==> src/rtl/rs232_pkg.sv <==
// Shared types and timing helpers for the inverted-polarity RS232 deserializer.
package rs232_pkg;

  typedef enum logic [1:0] {IDLE, START, DATA, STOP} rs232_state_t;

  localparam int unsigned DEF_CLK_FREQ_HZ = 100_000_000;
  localparam int unsigned DEF_BAUD_RATE   = 9600;

  function automatic int unsigned clks_per_bit(input int unsigned clk_freq_hz,
                                               input int unsigned baud_rate);
    return clk_freq_hz / baud_rate;
  endfunction

endpackage

==> src/rtl/rs232_bit_timer.sv <==
// Baud counter: cleared by the FSM, flags the half-bit and full-bit points.
module rs232_bit_timer
  import rs232_pkg::*;
#(
  parameter int unsigned CLKS_PER_BIT = clks_per_bit(DEF_CLK_FREQ_HZ, DEF_BAUD_RATE)
) (
  input  logic clk,
  input  logic rst_n,
  input  logic clr,
  output logic half_tick,
  output logic full_tick
);

  localparam int unsigned CW = ($clog2(CLKS_PER_BIT + 1) > 16) ? $clog2(CLKS_PER_BIT + 1) : 16;
  localparam logic [CW-1:0] HALF_M1 = CW'(CLKS_PER_BIT / 2 - 1);
  localparam logic [CW-1:0] FULL_M1 = CW'(CLKS_PER_BIT - 1);

  logic [CW-1:0] cnt;

  // Saturates rather than wraps so a long break cannot fake a tick.
  always_ff @(posedge clk or negedge rst_n) begin
    if (!rst_n) begin
      cnt <= '0;
    end else if (clr) begin
      cnt <= '0;
    end else if (cnt != '1) begin
      cnt <= cnt + CW'(1);
    end
  end

  assign half_tick = (cnt == HALF_M1);
  assign full_tick = (cnt == FULL_M1);

endmodule

==> src/rtl/rs232_des.sv <==
// Inverted-polarity RS232 receiver with level request / acknowledge handshake.
// Define RS232_DES_SYNC_EN to insert a 2-flop synchronizer on rx.
module rs232_des
  import rs232_pkg::*;
#(
  parameter int unsigned CLK_FREQ_HZ = DEF_CLK_FREQ_HZ,
  parameter int unsigned BAUD_RATE   = DEF_BAUD_RATE
) (
  input  logic       clk,
  input  logic       rst_n,
  input  logic       rx,
  output logic [7:0] rx_data,
  output logic       rx_req,
  input  logic       rx_ack
);

  localparam int unsigned CLKS_PER_BIT = clks_per_bit(CLK_FREQ_HZ, BAUD_RATE);

  logic rx_s;

`ifdef RS232_DES_SYNC_EN
  logic [1:0] rx_sync;

  always_ff @(posedge clk or negedge rst_n) begin
    if (!rst_n) begin
      rx_sync <= '0;
    end else begin
      rx_sync <= {rx_sync[0], rx};
    end
  end

  assign rx_s = rx_sync[1];
`else
  assign rx_s = rx;
`endif

  rs232_state_t state;
  logic [2:0]   bit_idx;
  logic [7:0]   shreg;
  logic         dlv;
  logic         brk;
  logic         tmr_clr;
  logic         half_tick;
  logic         full_tick;

  rs232_bit_timer #(
    .CLKS_PER_BIT(CLKS_PER_BIT)
  ) u_bit_timer (
    .clk      (clk),
    .rst_n    (rst_n),
    .clr      (tmr_clr),
    .half_tick(half_tick),
    .full_tick(full_tick)
  );

  // Counter restarts at every sample point so the next tick lands mid-bit.
  always_comb begin
    tmr_clr = 1'b0;
    case (state)
      IDLE:    tmr_clr = 1'b1;
      START:   tmr_clr = half_tick;
      DATA:    tmr_clr = full_tick;
      default: tmr_clr = 1'b0;
    endcase
  end

  always_ff @(posedge clk or negedge rst_n) begin
    if (!rst_n) begin
      state   <= IDLE;
      bit_idx <= '0;
      shreg   <= '0;
      dlv     <= 1'b0;
      brk     <= 1'b0;
      rx_data <= '0;
      rx_req  <= 1'b0;
    end else begin
      dlv <= 1'b0;

      // A delivery overrides a coincident ack; an unacked pending byte blocks it.
      if (dlv) begin
        if (!rx_req || rx_ack) begin
          rx_data <= shreg;
          rx_req  <= 1'b1;
        end
      end else if (rx_ack) begin
        rx_req <= 1'b0;
      end

      case (state)
        IDLE: begin
          if (rx_s) state <= START;
        end
        START: begin
          if (half_tick) begin
            if (rx_s) begin
              state   <= DATA;
              bit_idx <= '0;
            end else begin
              state <= IDLE;
            end
          end
        end
        DATA: begin
          if (full_tick) begin
            shreg[bit_idx] <= rx_s;
            bit_idx        <= bit_idx + 3'd1;
            if (bit_idx == 3'd7) begin
              state <= STOP;
              dlv   <= 1'b1;
              brk   <= 1'b0;
            end
          end
        end
        STOP: begin
          if (brk) begin
            if (!rx_s) state <= IDLE;
          end else if (full_tick) begin
            if (rx_s) brk <= 1'b1;
            else      state <= IDLE;
          end
        end
        default: state <= IDLE;
      endcase
    end
  end

endmodule

==> config.mk <==
export PLATFORM = sky130hd
export DESIGN_NAME = rs232_des
export DESIGN_NICKNAME = d
export VERILOG_FILES = /design/src/rtl/rs232_pkg.sv /design/src/rtl/rs232_bit_timer.sv /design/src/rtl/rs232_des.sv
export SDC_FILE = /design/constraint.sdc
export NUM_CORES = 1
export LEC_CHECK = 0
export CAP_MARGIN = 20
export CORE_MARGIN = 2
export CORE_UTILIZATION = 40
export CTS_CLUSTER_SIZE = 12
export DETAILED_ROUTE_END_ITERATION = 7
export GPL_TIMING_DRIVEN = 0
export PLACE_DENSITY = 0.66
export SLEW_MARGIN = 30
export SYNTH_ARGS = -nofsm -noshare
export SYNTH_HDL_FRONTEND = slang
export SYNTH_SLANG_ARGS = --single-unit
==> constraint.sdc <==
create_clock -name clk -period 5.33 [get_ports clk]
set_clock_uncertainty 0.05 [all_clocks]
set_input_delay 0.533 -clock clk [delete_from_list [all_inputs] [get_ports clk]]
set_output_delay 0.533 -clock clk [all_outputs]
set_load 0.01 [all_outputs]
## Yosys cells after proc, flatten, opt, wreduce, memory -nomap -nowiden

Index checks and enable logic that the tools add are counted.

| cells by class | value |
|---|---|
| $add $sub $neg | 2 |
| magnitude comparators | 2 |
| eq/ne operators | 14 |
| mux-type cells | 31 |
| reduce and logical (&&, ||, !) cells | 14 |

Operators with widths:

| operator | number |
|---|---|
| 2-to-1 mux 16 bit | 2 |
| adder 16 x 1 -> 16 bit (second input constant) | 1 |
| == test 16 x 13 -> 1 bit (second input constant) | 1 |
| == test 16 x 14 -> 1 bit (second input constant) | 1 |
| 2-to-1 mux 2 bit | 8 |
| != test 16 bit (second input constant) | 1 |
| 2-to-1 mux 1 bit | 12 |
| != test 2 bit (second input constant) | 5 |
| 2-to-1 mux 3 bit | 3 |
| bitwise mux 8 bit | 1 |
| one-hot mux 2 bit (4 select lines) | 1 |
| nonzero test 2 bit | 4 |
| one-hot mux 3 bit (2 select lines) | 1 |
| AND reduction 2 bit | 3 |
| AND reduction 5 bit | 1 |
| == test 2 bit (second input constant) | 2 |
| less-than comparator 3 x 4 -> 1 bit (second input constant) | 1 |
| AND reduction 4 bit | 1 |
| adder 3 x 1 -> 3 bit (second input constant) | 1 |
| demux 1 bit (select 3 bit) | 1 |
| == test 3 bit (second input constant) | 1 |
| greater-or-equal comparator 3 x 1 -> 1 bit (second input constant) | 1 |
| != test 3 bit (second input constant) | 1 |
| one-hot mux 1 bit (3 select lines) | 1 |
| 8 further kinds | 8 |

| storage, ports and cells | value |
|---|---|
| bits in registers | 40 |
| input port bits | 4 |
| output and inout bits | 9 |
| word-level logic and storage cells | 71 |

## Logic depth before layout (Yosys ltp)

Gate-level depths: netlist of the first run.

| depth | value |
|---|---|
| depth in word-level cells | 5 |
| mapped depth | 6 |
| mapped depth without buffers | 5 |

## By module

Synthesis of the first run repeated with hierarchy kept, for this count alone.

| unflattened totals | value |
|---|---|
| cell total of the unflattened synthesis | 191 |
| area, all modules | 2057.0 sq um |

Modules (own cells, without submodules):

| module | instances | cells an instance | area an instance (sq um) | seq. area each (sq um) |
|---|---|---|---|---|
| rs232_des | 1 | 87 | 1091.0 | 600.6 |
| rs232_bit_timer | 1 | 104 | 965.9 | 400.4 |

## Worst setup path after synthesis of the first run

Ideal clock, no wire load.

| timing | value |
|---|---|
| path type | register to register |
| start | register u_bit_timer.cnt[12] |
| end | register shreg[3] |
| setup time | 127 ps |
| data arrival time | 1538 ps |
| data required time | 5153 ps |
| setup slack | 3615 ps |
| cell stages (with the launch flop) | 7 |
| buffers on the path | 2 |
| clock period less this slack | 1715 ps |
| cells stage by stage | dfrtp_1 > buf_2 > and4bb_2 > and4_4 > buf_6 > nand4_1 > mux2_1 |

| between the ends | value |
|---|---|
| cells in the longest elaborated chain, start to end | 2 |

RTL lines:

| item | RTL line | text |
|---|---|---|
| from (decl) | rs232_bit_timer.sv:18 | `logic [CW-1:0] cnt;` |
| from (signal assigned) | rs232_bit_timer.sv:27 | `cnt <= cnt + CW'(1);` |
| == test 16 x 14 -> 1 bit | rs232_bit_timer.sv:32 | `assign full_tick = (cnt == FULL_M1);` |
| AND reduction 2 bit (no line) | -- |  |
| to (signal, indexed assignment) | rs232_des.sv:105 | `shreg[bit_idx] <= rx_s;` |
| to (decl) | rs232_des.sv:39 | `logic [7:0] shreg;` |

Every way passes these cells.
A chain may end at the register's enable or synchronous reset.

## Final worst setup path of the first run

| timing | value |
|---|---|
| start | register u_bit_timer.cnt[0] |
| end | register u_bit_timer.cnt[14] |

| between the ends | value |
|---|---|
| cells in the longest elaborated chain, start to end | 3 |
| elaborated cells between the ends (all ways) | 8 |
| classes of those cells | 1 x add/sub; 3 x eq/ne; 3 x mux; 1 x reduce/logical |

RTL lines:

| item | RTL line |
|---|---|
| adder 16 x 1 -> 16 bit, or another cell as far along | rs232_bit_timer.sv:27 |
| 2-to-1 mux 16 bit / one-hot mux 1 bit (3 select lines) (equally long branches) | rs232_bit_timer.sv:26, rs232_des.sv:59 |
| 2-to-1 mux 16 bit / nonzero test 2 bit (equally long branches) | -- |

Several ways; a longest one is shown, not always the timed one. The select of a mux whose other input is x is not followed.

==> results.cfg, run 1 <==
[placement]
dpl.cell_count = 270
io_buffers = 12
gp_congestion = 0.810
dp_hpwl_mm = 2.75
dp_slack_ns = 3.34

[sta]
fin_crit_ns = 2.02
hold_viol = 0
fmax_mhz = 494
slew_viol_final = 0
rsz0062_at_grt = false
finalCritPeriodShare_pct = 38.0
fin_tns_setup_ns = 0
slew_headroom_pct = 58.4
tightest_slew_ns = 0.618
setup-violations-final = 0
worst_slack_ns = 3.31

[yosys]
synth.avg_cell_area_um2 = 11.1
seq_area_frac_synth_pct = 48.2
ys.warnings.count = 0
synth-main-ff-cell = dfrtp_1
synth_cells = 187
syn_area_um2 = 2080
synth-edff-count = 0
synth.distinct_cells = 48
syn_nets = 194
async_flop_share_pct = 100
synth_seq_cells = 40

[routing]
met1Wirelength_mm = 1.90
ant_nets = 0
via_per_inst = 5.54
wirelength_mm = 3.93
wire_per_inst_um = 14.1
top_layer = met4
dr_wl_met2_mm = 1.84
vias = 1540
dr_wl_met3_um = 133
drtPass1Iterations = 4
drc = 0
first_iter_violations = 58

[floorplan]
fp-row-count = 26
die_x_um = 76.1
initial_core_util_pct = 41.0
core_um2 = 5070
die_y_um = 76.1
dieArea_um2 = 5790
ios = 13

[clock_tree]
numCtsBuffers = 5
cts_resized = 0
postCtsSetupBuffers = 0
cts_tree = built
clockRootBuffer = clkbuf_8
htreeDepth = 2
clock_path_buffers = 2
clock_latency_ns = 0.29
clk_pin_slew_worst_paths_ns = 0.07
cts_num_sinks = 40
postCtsHoldBufs = 0

[critical_path]
worstReg2RegEnd = u_bit_timer.cnt[14]$_DFFE_PN0P_
rr_startpoint = u_bit_timer.cnt[0]$_DFFE_PN0P_
endpoint_kind = register
cp-startpoint = u_bit_timer.cnt[0]$_DFFE_PN0P_
cpMaxStageDelayCell = nor4_1
required_ns = 5.48
path_class = register to register
cp_max_fo = 6
worstSetupStartpointType = register
crit_arrival_ns = 2.17
rr_worst_depth = 5
path_cells = ha_1 -> nand3_1 -> nor4_1 -> a31oi_1 -> a211oi_1
cpPeakStageDelay_ns = 0.62
reg2reg_slack_ns = 3.31

[global_route]
grt_start_max_net_pins = 25
groute.usage.overall_pct = 14.9
antenna_found_initial = 0
grt_pass1_wl_mm = 7.09
grt_pass1_vias = 1525
grt_overflow = 0

[finish]
multi_input_area_um2 = 1010
nNetsFinal = 214
layout.cells.non_filler = 278
layout_commonest_cell = dfrtp_1
area_growth_pct = 15.9
fillers = 517
seqCellArea_um2 = 1000
most-common-layout-cells = dfrtp_1 (40), a21oi_1 (12), clkdlybuf4s50_1 (11)
drive_gt1_share_pct = 14.9
antenna_cells = 0

[power_and_ir_drop]
switching_share_pct = 24.2
power_leakage_nw = 1.04
power.internal_uw = 480
powerDensity_nw_per_um2 = 263
p_sw_uw = 153
finalPower_uw = 633
ir_drop_mv = 0.162
pwr-share-clk_pct = 38.3
combPwrFrac_pct = 7.8
seq_power_share_pct = 53.9

[min_path]
hp-class = primary input to async pin

[outcome]
outcome = finished clean

[run]
max-cap-violations = 0
==> worst max-delay path, delay by kind of cell, from the launching register on <==
family / cells / cell delay [ns]
and+or+nand+nor: 2 / 0.81
DFF: 1 / 0.41
AOI/OAI and AO/OA: 2 / 0.40
adders and majority gates: 1 / 0.27
==> how the worst max path moves through the flow <==
stage                                            to
floorplan                      shreg[3]$_DFFE_PN0P_
global placement     u_bit_timer.cnt[0]$_DFFE_PN0P_
detailed placement  u_bit_timer.cnt[14]$_DFFE_PN0P_
CTS                 u_bit_timer.cnt[14]$_DFFE_PN0P_
global route        u_bit_timer.cnt[14]$_DFFE_PN0P_
finish              u_bit_timer.cnt[14]$_DFFE_PN0P_
==> Yosys cell counts (5+ instances only) <==
cell	number	area share, %
nand3_1	7	1.7
o31ai_1	7	2.5
and3_1	5	1.5
mux2_1	7	3.8
dfrtp_1	40	48
or4_1	5	1.8
mux2_2	10	5.4
nor2_1	8	1.4
nor2b_1	5	1.5
nand2_1	8	1.4
nand4_1	5	1.5
a21oi_1	12	2.9
==> per-stage QoR <==
stage               utilization [%]  instance area (um2)  hold WS (ns)
CTS                            47.5                 2410         0.110
finish                         47.5                 2410         0.105
floorplan                         -                 2080         0.187
global placement               45.0                 2290         0.392
detailed placement             45.3                 2300         0.393
global route                   47.5                 2410         0.122
==> power groups by stage <==
stage / sequential [mW] / combinational [mW] / clock [mW]
after detailed placement: 0.346 / 0.0503 / 0
after floorplan: 0.340 / 0.0334 / 0
after global placement: 0.346 / 0.0484 / 0
after CTS: 0.340 / 0.0506 / 0.250
final: 0.341 / 0.0493 / 0.243
after global routing: 0.343 / 0.0584 / 0.261
==> cell type report <==
type / instances / area share [%]
Timing Repair Buffer: 13 / 5.61
Inverter: 4 / 0.623
Clock inverter: 2 / 1.45
Tap cell: 70 / 3.64
Sequential cell: 40 / 41.6
Clock buffer: 6 / 3.01
Multi-Input combinational cell: 134 / 42.0
Buffer: 9 / 2.08
==> state kept, by name (all words and copies together), names as in the netlist, named ones only <==
| signal | flops |
|---|---|
| rx_req | 1 |
| state | 1 |
| u_bit_timer.cnt | 16 |
| shreg | 8 |
| bit_idx | 3 |
| brk | 1 |
| rx_data | 8 |
| dlv | 1 |
==> routing by layer <==
metal  up-vias  GRT usage, %
li1        763             -
met1       742          19.6
met2        27          24.2
met3         8          3.55
met4         0          5.27
met5         -             0
==> logic make-up after synthesis <==
logic type / after synthesis / share of synthesized area [%]
XOR/XNOR: 1 / 0.422
adder cells (fa/ha/maj): 3 / 1.81
flip-flops: 40 / 48.2
AND/OR/NAND/NOR: 76 / 25.0
multiplexers: 18 / 9.69
buffers and inverters: 13 / 3.13
AO/OA/AOI/OAI: 36 / 11.8
No activity file was read; power rests on OpenSTA's default activity.
==> run 2: changes to the inputs <==
PLACE_DENSITY = 0.68   (was 0.66)
clock period = 1.8 ns   (was 5.33 ns; I/O delays follow)
==> run 2 against run 1 <==
  * The run now ends with negative setup slack left
  * Cell count increased by 4.3%
  * Non-clock buffer count increased by 12
  * Clock power increased to 2.9 times the previous value
  * Die area unchanged
  * Power increased to 3.0 times the previous value
  * First-iteration DRC count increased by 31%
  * Critical path type unchanged
==> results.cfg, run 2 (same netlist as run 1, synthesis figures left out) <==
[finish]
top_register = u_bit_timer.cnt
final_util_pct = 51.9
largest_register_ff_count = 16
reg_top3 = u_bit_timer.cnt (16), rx_data (8), shreg (8)
layout_commonest_cell = dfrtp_1
antenna_cells = 0
drive_gt1_share_pct = 29.1
layout.cells.non_filler = 290
fillers = 469
area_growth_pct = 26.8
nNetsFinal = 226
most-common-layout-cells = dfrtp_1 (36), buf_4 (12), a21oi_1 (12)

[global_route]
groute.usage.overall_pct = 15.7
grt_busiest_layer = met2
gr-usage-met1_pct = 19.8
grtUsageMet3_pct = 4.03
grt_start_max_net_pins = 26
grt_overflow = 0
antenna_found_initial = 0
met2_usage_pct = 25.7
grt_pass1_vias = 1602
grt_pass1_wl_mm = 7.32

[critical_path]
cp_max_fo = 9
path_class = register to register
rr_worst_depth = 6
required_ns = 1.92
cpMaxStageDelayCell = dfrtp_1
crit_arrival_ns = 1.93
path_cells = buf_4 -> and4bb_2 -> and4_4 -> buf_6 -> nand4_1 -> mux2_4
endpoint_kind = register
worstSetupStartpointType = register
cpPeakStageDelay_ns = 0.37

[sta]
setup-violations-final = 1
hold_viol = 0
finalCritPeriodShare_pct = 101
slew_headroom_pct = 70.9
worst_slack_ns = -0.00960
slew_viol_final = 0
hold_slack_ns = 0.290
fin_crit_ns = 1.81
rsz0062_at_grt = true
fmax_mhz = 553
tightest_slew_ns = 0.437

[power_and_ir_drop]
ir_drop_mv = 0.534
powerDensity_nw_per_um2 = 726
power_leakage_nw = 1.16

[routing]
ant_nets = 0
drtPass1Iterations = 4
vias = 1632
drc = 0
wire_per_inst_um = 14.9
via_per_inst = 5.63
first_iter_violations = 76
wirelength_mm = 4.32

[floorplan]
fp-row-count = 26
core_um2 = 5070
ios = 13
die_y_um = 76.1
dieArea_um2 = 5790
initial_core_util_pct = 41.0
die_x_um = 76.1

[outcome]
violations = negative setup slack
outcome = complete, but fails checks

[placement]
io_buffers = 12
dpl.cell_count = 270
gp_congestion = 0.783
dp_slack_ns = -0.197
dp_hpwl_mm = 2.85

[clock_tree]
clock_latency_ns = 0.29
numCtsBuffers = 5
clockRootBuffer = clkbuf_8
clock_path_buffers = 2
clk_pin_slew_worst_paths_ns = 0.07
htreeDepth = 2
cts_tree = built
cts_num_sinks = 40

[run]
max-cap-violations = 0

[min_path]
hp-class = primary input to async pin
==> run 2: power by group <==
part           internal (mW)  leakage [nW]  switching, mW
Combinational         0.0854         0.576         0.0873
Sequential             0.948         0.525         0.0811
Clock                  0.411        0.0552          0.300
Total                   1.45          1.16          0.468
==> run 2: metrics by stage <==
stage / TNS (ns) / cell area, um2 / total power [mW]
floorplan: 0 / 2080 / 1.11
global placement: -22.21 / 2290 / 1.17
finish: -0.00960 / 2640 / 1.91
global route: -0.525 / 2640 / 2.01
detailed placement: -1.76 / 2300 / 1.17
CTS: -0.00290 / 2510 / 1.92
==> run 2: layout make-up <==
| type | instances | area (um2) | share of cell area (%) |
|---|---|---|---|
| Multi-Input combinational cell | 134 | 1130 | 42.8 |
| Sequential cell | 40 | 1010 | 38.2 |
| Timing Repair Buffer | 26 | 239 | 9.07 |
| Tap cell | 70 | 87.6 | 3.32 |
| Clock buffer | 6 | 72.6 | 2.75 |
| Buffer | 8 | 51.3 | 1.95 |
| Clock inverter | 2 | 35.0 | 1.33 |
| Inverter | 4 | 15.0 | 0.570 |
==> run 2: repair_timing <==
item | in CTS | in global routing
hold buffers | 1 | 0
setup endpoints to repair | 21 | 24
gates cloned | 0 | 1
pin swaps | 4 | 2
hold endpoints to repair | 15 | 0
buffers inserted | 5 | 6
gates resized for setup | 15 | 17
==> run 2: per-layer routing <==
layer  share of wire (%)  vias up  wire length [um]
met3                 2.9        4               125
li1                    -      791                 -
met5                   0        -                 0
met4                0.79        0                34
met1                  46      807              2000
met2                  50       30              2170
==> run 2: final timing paths <==
path                                                       from                              end  slack (ns)
worst min-delay path                                      rst_n             shreg[3]$_DFFE_PN0P_        0.29
max in group asynchronous                                 rst_n  u_bit_timer.cnt[15]$_DFFE_PN0P_        0.95
worst min register to register                    dlv$_DFF_PN0_               rx_req$_DFFE_PN0P_        0.41
worst max register to register  u_bit_timer.cnt[12]$_DFFE_PN0P_             shreg[5]$_DFFE_PN0P_       -0.01
worst max-delay path            u_bit_timer.cnt[12]$_DFFE_PN0P_             shreg[5]$_DFFE_PN0P_       -0.01
min in group clk                                  dlv$_DFF_PN0_               rx_req$_DFFE_PN0P_        0.41
==> run 2: critical path: cells and delay by family (launching register included) <==
kind	cells	cell delay [ns]
and+or+nand+nor	3	0.67
buffers and inverters	2	0.28
muxes	1	0.33
DFF	1	0.37
==> run 3: changes to the inputs <==
CORE_UTILIZATION = 45   (was 40)
PLACE_DENSITY = 0.74   (was 0.68)
RECOVER_POWER = 50   (was unset)
==> run 3 against run 2 <==
  * Worst setup slack worse by 0.011 ns
  * The run still ends with negative setup slack left
  * Sequential share of layout area up 1.2 points
  * Non-clock buffer count down 6
  * Sequential cell count unchanged
  * Largest cell class unchanged
  * Largest power group unchanged
  * Worst hold slack better by 0.052 ns
  * Critical path type unchanged
  * Register-to-register slack about the same
  * Die area down 11%
  * Highest routed layer unchanged
==> results.cfg, run 3 (same netlist as run 1, synthesis figures left out) <==
[power_and_ir_drop]
power.internal_mw = 1.44
pwr-share-clk_pct = 37.8
finalPower_mw = 1.93
ir_drop_mv = 0.385
p_sw_uw = 487
power_leakage_nw = 1.11
seq_power_share_pct = 53.0
powerDensity_nw_per_um2 = 756
switching_share_pct = 25.2
combPwrFrac_pct = 9.3

[finish]
nNetsFinal = 220
fillers = 367
drive_gt1_share_pct = 28.0
reg_top3 = u_bit_timer.cnt (16), rx_data (8), shreg (8)
antenna_cells = 0
most-common-layout-cells = dfrtp_1 (36), a21oi_1 (11), clkdlybuf4s50_1 (11)
design_area_um2 = 2550
final_util_pct = 57.9
area_growth_pct = 22.9
top_register = u_bit_timer.cnt
largest_register_ff_count = 16
layout_commonest_cell = dfrtp_1

[global_route]
grt_pass1_vias = 1449
grt_pass1_wl_mm = 7.09
grt_overflow = 0
groute.usage.overall_pct = 17.3
antenna_found_initial = 0
grt_start_max_net_pins = 22

[sta]
slew_headroom_pct = 65.1
setup-violations-final = 5
fin_crit_ns = 1.82
worst_slack_ns = -0.0205
fin_tns_setup_ns = -0.0447
finalCritPeriodShare_pct = 101
hold_viol = 0
rsz0062_at_grt = true
tightest_slew_ns = 0.523
fmax_mhz = 549
slew_viol_final = 0

[placement]
dp_slack_ns = -0.145
io_buffers = 12
gp_congestion = 0.800
dp_hpwl_mm = 2.80
placed_cell_area_um2 = 2290

[critical_path]
endpoint_kind = register
crit_family = simple AND/OR/NAND/NOR gates
cp_max_fo = 6
rr_worst_depth = 5
required_ns = 1.94
crit_arrival_ns = 1.96
cpPeakStageDelay_ns = 0.47
worstSetupStartpointType = register
critPathBufInv = 1
path_class = register to register
cpMaxStageDelayCell = dfrtp_2
path_cells = nor4_4 -> and4_4 -> buf_6 -> nand4_1 -> mux2_4
crit_cells = 5

[routing]
drtPass1Iterations = 4
first_iter_violations = 123
wirelength_mm = 4.24
ant_nets = 0
wire_per_inst_um = 15.9
drc = 0
vias = 1598
via_per_inst = 6.01

[min_path]
hp-class = primary input to async pin

[clock_tree]
clock_path_buffers = 2
clockRootBuffer = clkbuf_8
clk_pin_slew_worst_paths_ns = 0.08
htreeDepth = 2
cts_tree = built
clock_latency_ns = 0.30
cts_num_sinks = 40
numCtsBuffers = 5

[floorplan]
dieArea_um2 = 5180
core_um2 = 4410
initial_core_util_pct = 47.1
ios = 13
die_x_um = 72.0
fp-row-count = 24
die_y_um = 72.0

[run]
max-cap-violations = 0

[outcome]
violations = negative setup slack
outcome = complete, but fails checks
[run 3: area by class of cell]
class                   instances  area [um2]  share of cell area [%]
flip-flops and latches         40        1010                    39.4
multi-input cells             134        1130                    44.2
inverters                       4        15.0                   0.588
well taps                      52        65.1                    2.55
clock inverters                 3        42.5                    1.67
clock buffers                   5        68.8                    2.69
repair buffers                 20         179                    7.01
plain buffers                   8        47.5                    1.86
[run 3: power by group through the flow]
| stage | sequential, mW | clock (mW) | combinational, mW |
|---|---|---|---|
| final | 1.02 | 0.729 | 0.179 |
| after global routing | 1.03 | 0.789 | 0.202 |
| after CTS | 1.01 | 0.751 | 0.170 |
| after detailed placement | 1.03 | 0 | 0.152 |
| after global placement | 1.02 | 0 | 0.141 |
| after floorplan | 1.01 | 0 | 0.0990 |
[run 3: worst register-to-register path, delay by kind of cell, from the launching register on]
kind / cells / cell delay (ns)
AND/OR/NAND/NOR: 3 / 0.74
flip-flops: 1 / 0.47
multiplexers: 1 / 0.33
buffers and inverters: 1 / 0.12
[run 3: per-stage QoR]
| stage | cells | hold slack [ns] |
|---|---|---|
| after global placement | 251 | 0.391 |
| after global routing | 266 | 0.395 |
| final | 266 | 0.342 |
| after floorplan | 187 | -0.166 |
| after CTS | 263 | 0.336 |
| after detailed placement | 252 | 0.133 |
[run 3: final timing paths]
| check | startpoint | to | slack, ns |
|---|---|---|---|
| max | u_bit_timer.cnt[8]$_DFFE_PN0P_ | shreg[5]$_DFFE_PN0P_ | -0.02 |
| min | rst_n | brk$_DFFE_PN0P_ | 0.34 |
| max reg2reg | u_bit_timer.cnt[8]$_DFFE_PN0P_ | shreg[5]$_DFFE_PN0P_ | -0.02 |
| min reg2reg | dlv$_DFF_PN0_ | rx_req$_DFFE_PN0P_ | 0.41 |
| max in group asynchronous | rst_n | u_bit_timer.cnt[2]$_DFFE_PN0P_ | 0.48 |
| min in group clk | dlv$_DFF_PN0_ | rx_req$_DFFE_PN0P_ | 0.41 |
[run 3: per-layer routing]
metal  vias to the layer above  wire (um)  GRT usage [%]
met5                         -          0              0
met4                         0         62           7.34
met3                         6        135           4.03
met2                        27       2120           27.2
met1                       790       1920           23.1
li1                        775          -              -
[run 3: what timing repair did]
action                     in CTS  in global routing
hold endpoints to repair       20                  0
setup endpoints to repair      22                 25
resized for setup              12                 20
pin swaps                       4                  4
cloned                          1                  0
hold buffers                    1                  0
setup buffers                   2                  3
==> patch 1 (config.mk and constraints of run 3) <==
The 4 states of `rs232_state_t` get a Gray code encoding in 2 bits.
--- a/src/rtl/rs232_pkg.sv
+++ b/src/rtl/rs232_pkg.sv
@@ -1,7 +1,7 @@
 // Shared types and timing helpers for the inverted-polarity RS232 deserializer.
 package rs232_pkg;
 
-  typedef enum logic [1:0] {IDLE, START, DATA, STOP} rs232_state_t;
+  typedef enum logic [1:0] {IDLE = 2'b00, START = 2'b01, DATA = 2'b11, STOP = 2'b10} rs232_state_t;
 
   localparam int unsigned DEF_CLK_FREQ_HZ = 100_000_000;
   localparam int unsigned DEF_BAUD_RATE   = 9600;
Function: no difference found for any inputs over 10 cycles, from zero or initial values and one cycle with rst_n low; not proved beyond that.
==> patch 1 against run 3 <==
- the flow still finishes with violations (negative setup slack)
- area after synthesis rose by 1.5%
- maximum frequency shrank 4.0%
- design area rose by 11%
- routed wire length up 19%
- count of clock-buffer cells in the layout increased by 1
- first-iteration DRC count increased by 5.7%
- worst setup slack worse by 0.075 ns
- sequential cell count did not move
- cell count increased by 9.0%
- largest cell class unchanged
Power is not compared: it rests on default switching activity, and its combinational part moved more than twofold at a synthesized area within 25%.
==> patch 1: results (changes against run 3) <==
* Status: complete, but fails checks (unchanged)
* Violated checks: negative setup slack (unchanged)
* Setup Viol. Count Final at 6 (was 5)
* Tot GR Track Use at 21.0% (was 17.3%)
* Inserted Diodes at 0 (unchanged)
* Final worst slack at -0.0954 ns (was -0.0205 ns)
* Switching part of the total at between 20% and 30%
* DP HPWL at 2920 µm (was 2800 µm)
* Slowest stage cell, crit path: dfrtp_1 (was dfrtp_2)
* Top Family by Delay on Critical Path: simple AND/OR/NAND/NOR gates (unchanged)
* Global placement routability congestion at 0.919 (was 0.800)
* Critical path class: flop to flop (unchanged)
* Seq/Total Area, Yosys at 47.4% (was 48.2%)
* Leak at approximately 0.0012 µW
* 1st-iter DRT viols at 130 (was 123)
* Critical-path maximum fanout at 8 (was 6)
* Critical path arrival at 2.03 ns (was 1.96 ns)
* Area contributors post-synth: dfrtp_1 47%, mux2_2 6.9%, nand3_1 2.8% (was dfrtp_1 48%, mux2_2 5.4%, mux2_1 3.8%)
* Distinct cell type count after synthesis at 44 (was 48)
* Maximum VDD drop at roughly 550 µV
* DR pass1 iterations at 4 (unchanged)
* P_comb at between 30 and 40 µW
* Comb power frac at ~1.9%
* Crit path to: shreg[3] (was shreg[5])
* Slew HR at 41.5% (was 65.1%)
* Slowest cell delay on critical path at 0.56 ns (was 0.47 ns)
* Synth async-reset ratio at 100% (unchanged)
* Clock Tree Root: clkbuf_8 (unchanged)
* H-tree depth at 2 (unchanged)
* Reg2reg end: shreg[3] (was shreg[5])
* Dpl ws at -0.245 ns (was -0.145 ns)
* DR WL/cell at 17.4 µm (was 15.9 µm)
* CP startpoint: u_bit_timer.cnt[7] (was u_bit_timer.cnt[8])
* FF-to-FF path depth at 5 (unchanged)
* Layout cells sized above 1 at 37.8% (was 28.0%)
* Latest clock arrival within the worst-skew pair at 0.30 ns (about the same)
* Cell area after placement at 2340 µm² (was 2290 µm²)
* CTS Buf Count at 5 (unchanged)
* Antenna violations before repair at 0 (unchanged)
* Final net count at 244 (was 220)
* Top flop regs: u_bit_timer.cnt: 16 flops, rx_data: 8 flops, shreg: 8 flops (unchanged)
* Synth warn at 0 (unchanged)
* Post-route ant nets at 0 (unchanged)
* Clk network pwr share at approximately 44%
* Port bufs at 12 (unchanged)
* Reg clk slew, reported paths at 0.08 ns (about the same)
* Max clock buf depth at 2 (unchanged)
* Post-synth top cells: 40 x dfrtp_1, 13 x mux2_2, 13 x nand2_1, 12 x nand3_1, 11 x a21oi_1 (was 40 x dfrtp_1, 12 x a21oi_1, 10 x mux2_2, 8 x nand2_1, 8 x nor2_1)
* Syn Nets at 208 (was 194)
* Global-route wire length before repair at 8540 µm (was 7090 µm)
* Routed via count at 1806 (was 1598)
* HP Class: flop to flop (was input port to async pin)
* Fill cells at 342 (was 367)
* Largest net degree at the start of global routing at 25 (was 22)
* Top FF cell, synth: dfrtp_1 (unchanged)
==> patch 1: timing repair <==
action,CTS,global route
hold endpoints to repair,16,0
setup buffers,10,8
hold buffers,1,0
gates cloned,0,1
gates resized for setup,35,22
endpoints found under the setup margin,20,31
pin swaps,15,10
==> patch 1: final cells by class <==
class / count / area, µm² / area share, %
buffer: 4 / 32.5 / 1.15
clock buffer: 6 / 72.6 / 2.56
clock inverter: 2 / 35.0 / 1.24
inverter: 8 / 30.0 / 1.06
multi-input combinational: 145 / 1300 / 45.8
sequential: 40 / 1010 / 35.8
tap: 52 / 65.1 / 2.30
timing repair buffer: 33 / 288 / 10.2
==> patch 1: kinds of logic (layout without fill, tap and decap cells) <==
group | after synthesis | in the layout | synth area share [%]
mux | 14 | 14 | 7.41
xor+xnor | 1 | 1 | 0.415
simple gates | 83 | 83 | 26.2
flops | 40 | 40 | 47.4
fa+ha+maj | 3 | 3 | 1.78
compound gates | 44 | 44 | 13.6
buf+inv | 16 | 53 | 3.08
==> patch 1: how the worst min path moves through the flow <==
stage | from | end | slack [ns] | cells past startpoint
after floorplan | rst_n | bit_idx[0] | -0.17 | 0
after global placement | dlv | rx_req | 0.39 | 1
after detailed placement | rst_n | rx_req | 0.09 | 1
after CTS | rst_n | rx_req | 0.31 | 2
after global routing | dlv | rx_req | 0.43 | 1
final | dlv | rx_req | 0.42 | 1
==> patch 1: layer usage <==
metal  GRT usage (%)  routed length (µm)  up-vias
li1                -                   -      846
met1            27.5                2180      899
met2            35.1                2600       56
met3            5.56                 239        5
met4            4.94                  35        0
met5               0                   0        -
==> patch 1: through the flow <==
step,instances,util [%],setup TNS [ns]
after global placement,265,52.3,-22.16
after global routing,290,63.8,-2.11
final,290,63.8,-0.404
after floorplan,201,-,-0.0434
after CTS,281,61.0,-0.321
after detailed placement,266,52.8,-3.87
==> patch 2 (config.mk and constraints of run 3) <==
Made on the original files. The option `RS232_DES_SYNC_EN` is turned on by a define.
--- a/src/rtl/rs232_des.sv
+++ b/src/rtl/rs232_des.sv
@@ -1,5 +1,7 @@
 // Inverted-polarity RS232 receiver with level request / acknowledge handshake.
 // Define RS232_DES_SYNC_EN to insert a 2-flop synchronizer on rx.
+`define RS232_DES_SYNC_EN
+
 module rs232_des
   import rs232_pkg::*;
 #(
Behaviour: same outputs for any inputs over 10 cycles, from zero or initial values and one cycle with rst_n low; that may be too few to reach the edited logic, so the function may still have changed.
==> patch 2 against run 3 <==
- the run still ends with negative setup slack left
- sequential cell count rose by 2
- routed wire length rose by 11%
- design area rose by 7.0%
- cell count rose by 7.9%
- worst setup slack got worse by 0.0060 ns
- first-iteration DRC count rose by 9.8%
- area after synthesis rose by 1.9%
- via count rose by 5.6%
- count of clock-buffer cells in the layout did not move
- highest routed layer unchanged
Power is not compared: it rests on default switching activity, and its combinational part moved more than twofold at a synthesized area within 25%.
==> patch 2: results (changes against run 3) <==
* Status: complete, but fails checks (unchanged)
* Violated checks: negative setup slack (unchanged)
* Worst flop-to-flop path startpoint: u_bit_timer.cnt[15] (was u_bit_timer.cnt[8])
* Global placement routability congestion at 0.829 (was 0.800)
* TNS Setup at -0.0766 ns (was -0.0447 ns)
* Routed via count at 1687 (was 1598)
* Final worst slack at -0.0265 ns (was -0.0205 ns)
* Final net count at 241 (was 220)
* Slew HR at 17.5% (was 65.1%)
* Tot GR Track Use at 18.5% (was 17.3%)
* Largest net degree at the start of global routing at 23 (was 22)
* Area contributors post-synth: dfrtp_1 50%, mux2_2 8.5%, nand4_1 3.8% (was dfrtp_1 48%, mux2_2 5.4%, mux2_1 3.8%)
* Slowest cell delay on critical path at 0.44 ns (was 0.47 ns)
* DP HPWL at 2990 µm (was 2800 µm)
* Complex-gate fraction of the synthesized area at 10.3% (was 11.8%)
* Critical path arrival at slightly below 2 ns
* Critical-path maximum fanout at 9 (was 6)
* Multiplexer area fraction after synthesis at 9.45% (was 9.69%)
* 1st-iter DRT viols at 135 (was 123)
* Synth Area in XOR/XNOR at 0.413% (was 0.421%)
* HP Start: rx_sync[0]
* Number of global-route vias before repair at 1616 (was 1449)
* Setup Viol. Count Final at 5 (unchanged)
* Post-Synthesis Cells at 192 (was 187)
* Post-synth top cells: 42 x dfrtp_1, 16 x mux2_2, 14 x nor2_1, 13 x nand4_1, 10 x a21oi_1 (was 40 x dfrtp_1, 12 x a21oi_1, 10 x mux2_2, 8 x nand2_1, 8 x nor2_1)
* HP Class: flop to flop (was input port to async pin)
* Final WL at 4720 µm (was 4240 µm)
* Distinct cell type count after synthesis at 43 (was 48)
* Post-placement cell count at 257 (was 252)
* Syn Nets at 199 (was 194)
* Latest clock arrival within the worst-skew pair at 0.30 ns (about the same)
* Global-route wire length before repair at 7660 µm (was 7090 µm)
* Seq/Total Area, Yosys at 49.6% (was 48.2%)
* DR WL/cell at 16.5 µm (was 15.9 µm)
* Adder-cell share of the synthesized area at 1.77% (was 1.81%)
* Leak at around 0.0012 µW
* Layout cells sized above 1 at 37.4% (was 28.0%)
* FF-to-FF path depth at 6 (was 5)
[patch 2: changes by cell type in the layout (fill, tap and decap cells not counted), sizes merged, moves of 4 or more]
cell	change
buf	+16
nand4	+8
nor2	+6
nor3	+4
o21ai	+4
[patch 2: logic make-up after synthesis]
kind of cell / Yosys count
AO/OA/AOI/OAI: 34
buffers and inverters: 12
adder cells (fa/ha/maj): 3
XOR/XNOR: 1
AND/OR/NAND/NOR: 82
flip-flops: 42
multiplexers: 18
[patch 2: worst register-to-register path, delay by kind of cell (launching register included)]
family                 cells  cell delay [ns]
buffers and inverters      2             0.25
AND/OR/NAND/NOR            3             0.70
flip-flops                 1             0.44
multiplexers               1             0.28
[patch 2: timing repair]
item / in CTS / in global routing
buffers inserted: 6 / 16
pin swaps: 5 / 8
setup endpoints to repair: 30 / 21
gates resized for setup: 23 / 15
endpoints found under the hold margin: 20 / 0
hold buffers: 1 / 0
[patch 2: final cells by class]
type	count	area [µm²]
clock inverter	3	21.3
fill	350	1710
buffer	6	53.8
tap	52	65.1
multi-input combinational	138	1120
sequential	42	1070
timing repair buffer	36	317
clock buffer	5	68.8
inverter	5	18.8
[patch 2: final timing paths]
path	end	slack (ns)
min in group asynchronous	rx_sync[0]	0.62
max in group asynchronous	u_bit_timer.cnt[6]	0.26
worst max-delay path	shreg[6]	-0.03
worst min register to register	rx_sync[1]	0.30
worst min-delay path	rx_sync[1]	0.30
worst max register to register	shreg[6]	-0.03
[patch 2: layer usage]
layer / global-route usage [%] / vias to the layer above / routed length, µm
met3: 3.87 / 9 / 115
li1: - / 820 / -
met5: 0 / - / 0
met1: 24.8 / 837 / 2150
met4: 7.61 / 0 / 98
met2: 29.2 / 21 / 2360
[patch 2: through the flow]
step           hold WS (ns)  cell area, µm²  worst slack [ns]  power, µW
3_5_place_dp          0.129            2330            -0.357       1410
4_1_cts               0.251            2560           -0.0481       2090
2_1_floorplan        -0.166            2130            0.0159       1310
6_report              0.305            2730           -0.0265       2180
5_1_grt               0.312            2730           -0.0993       2280
3_3_place_gp          0.283            2310            -0.535       1380
[patch 2: power by group]
part / total [µW] / internal, µW / switching (µW)
clock: 613 / 272 / 340
sequential: 1150 / 1030 / 123
combinational: 413 / 217 / 196
total: 2180 / 1520 / 659
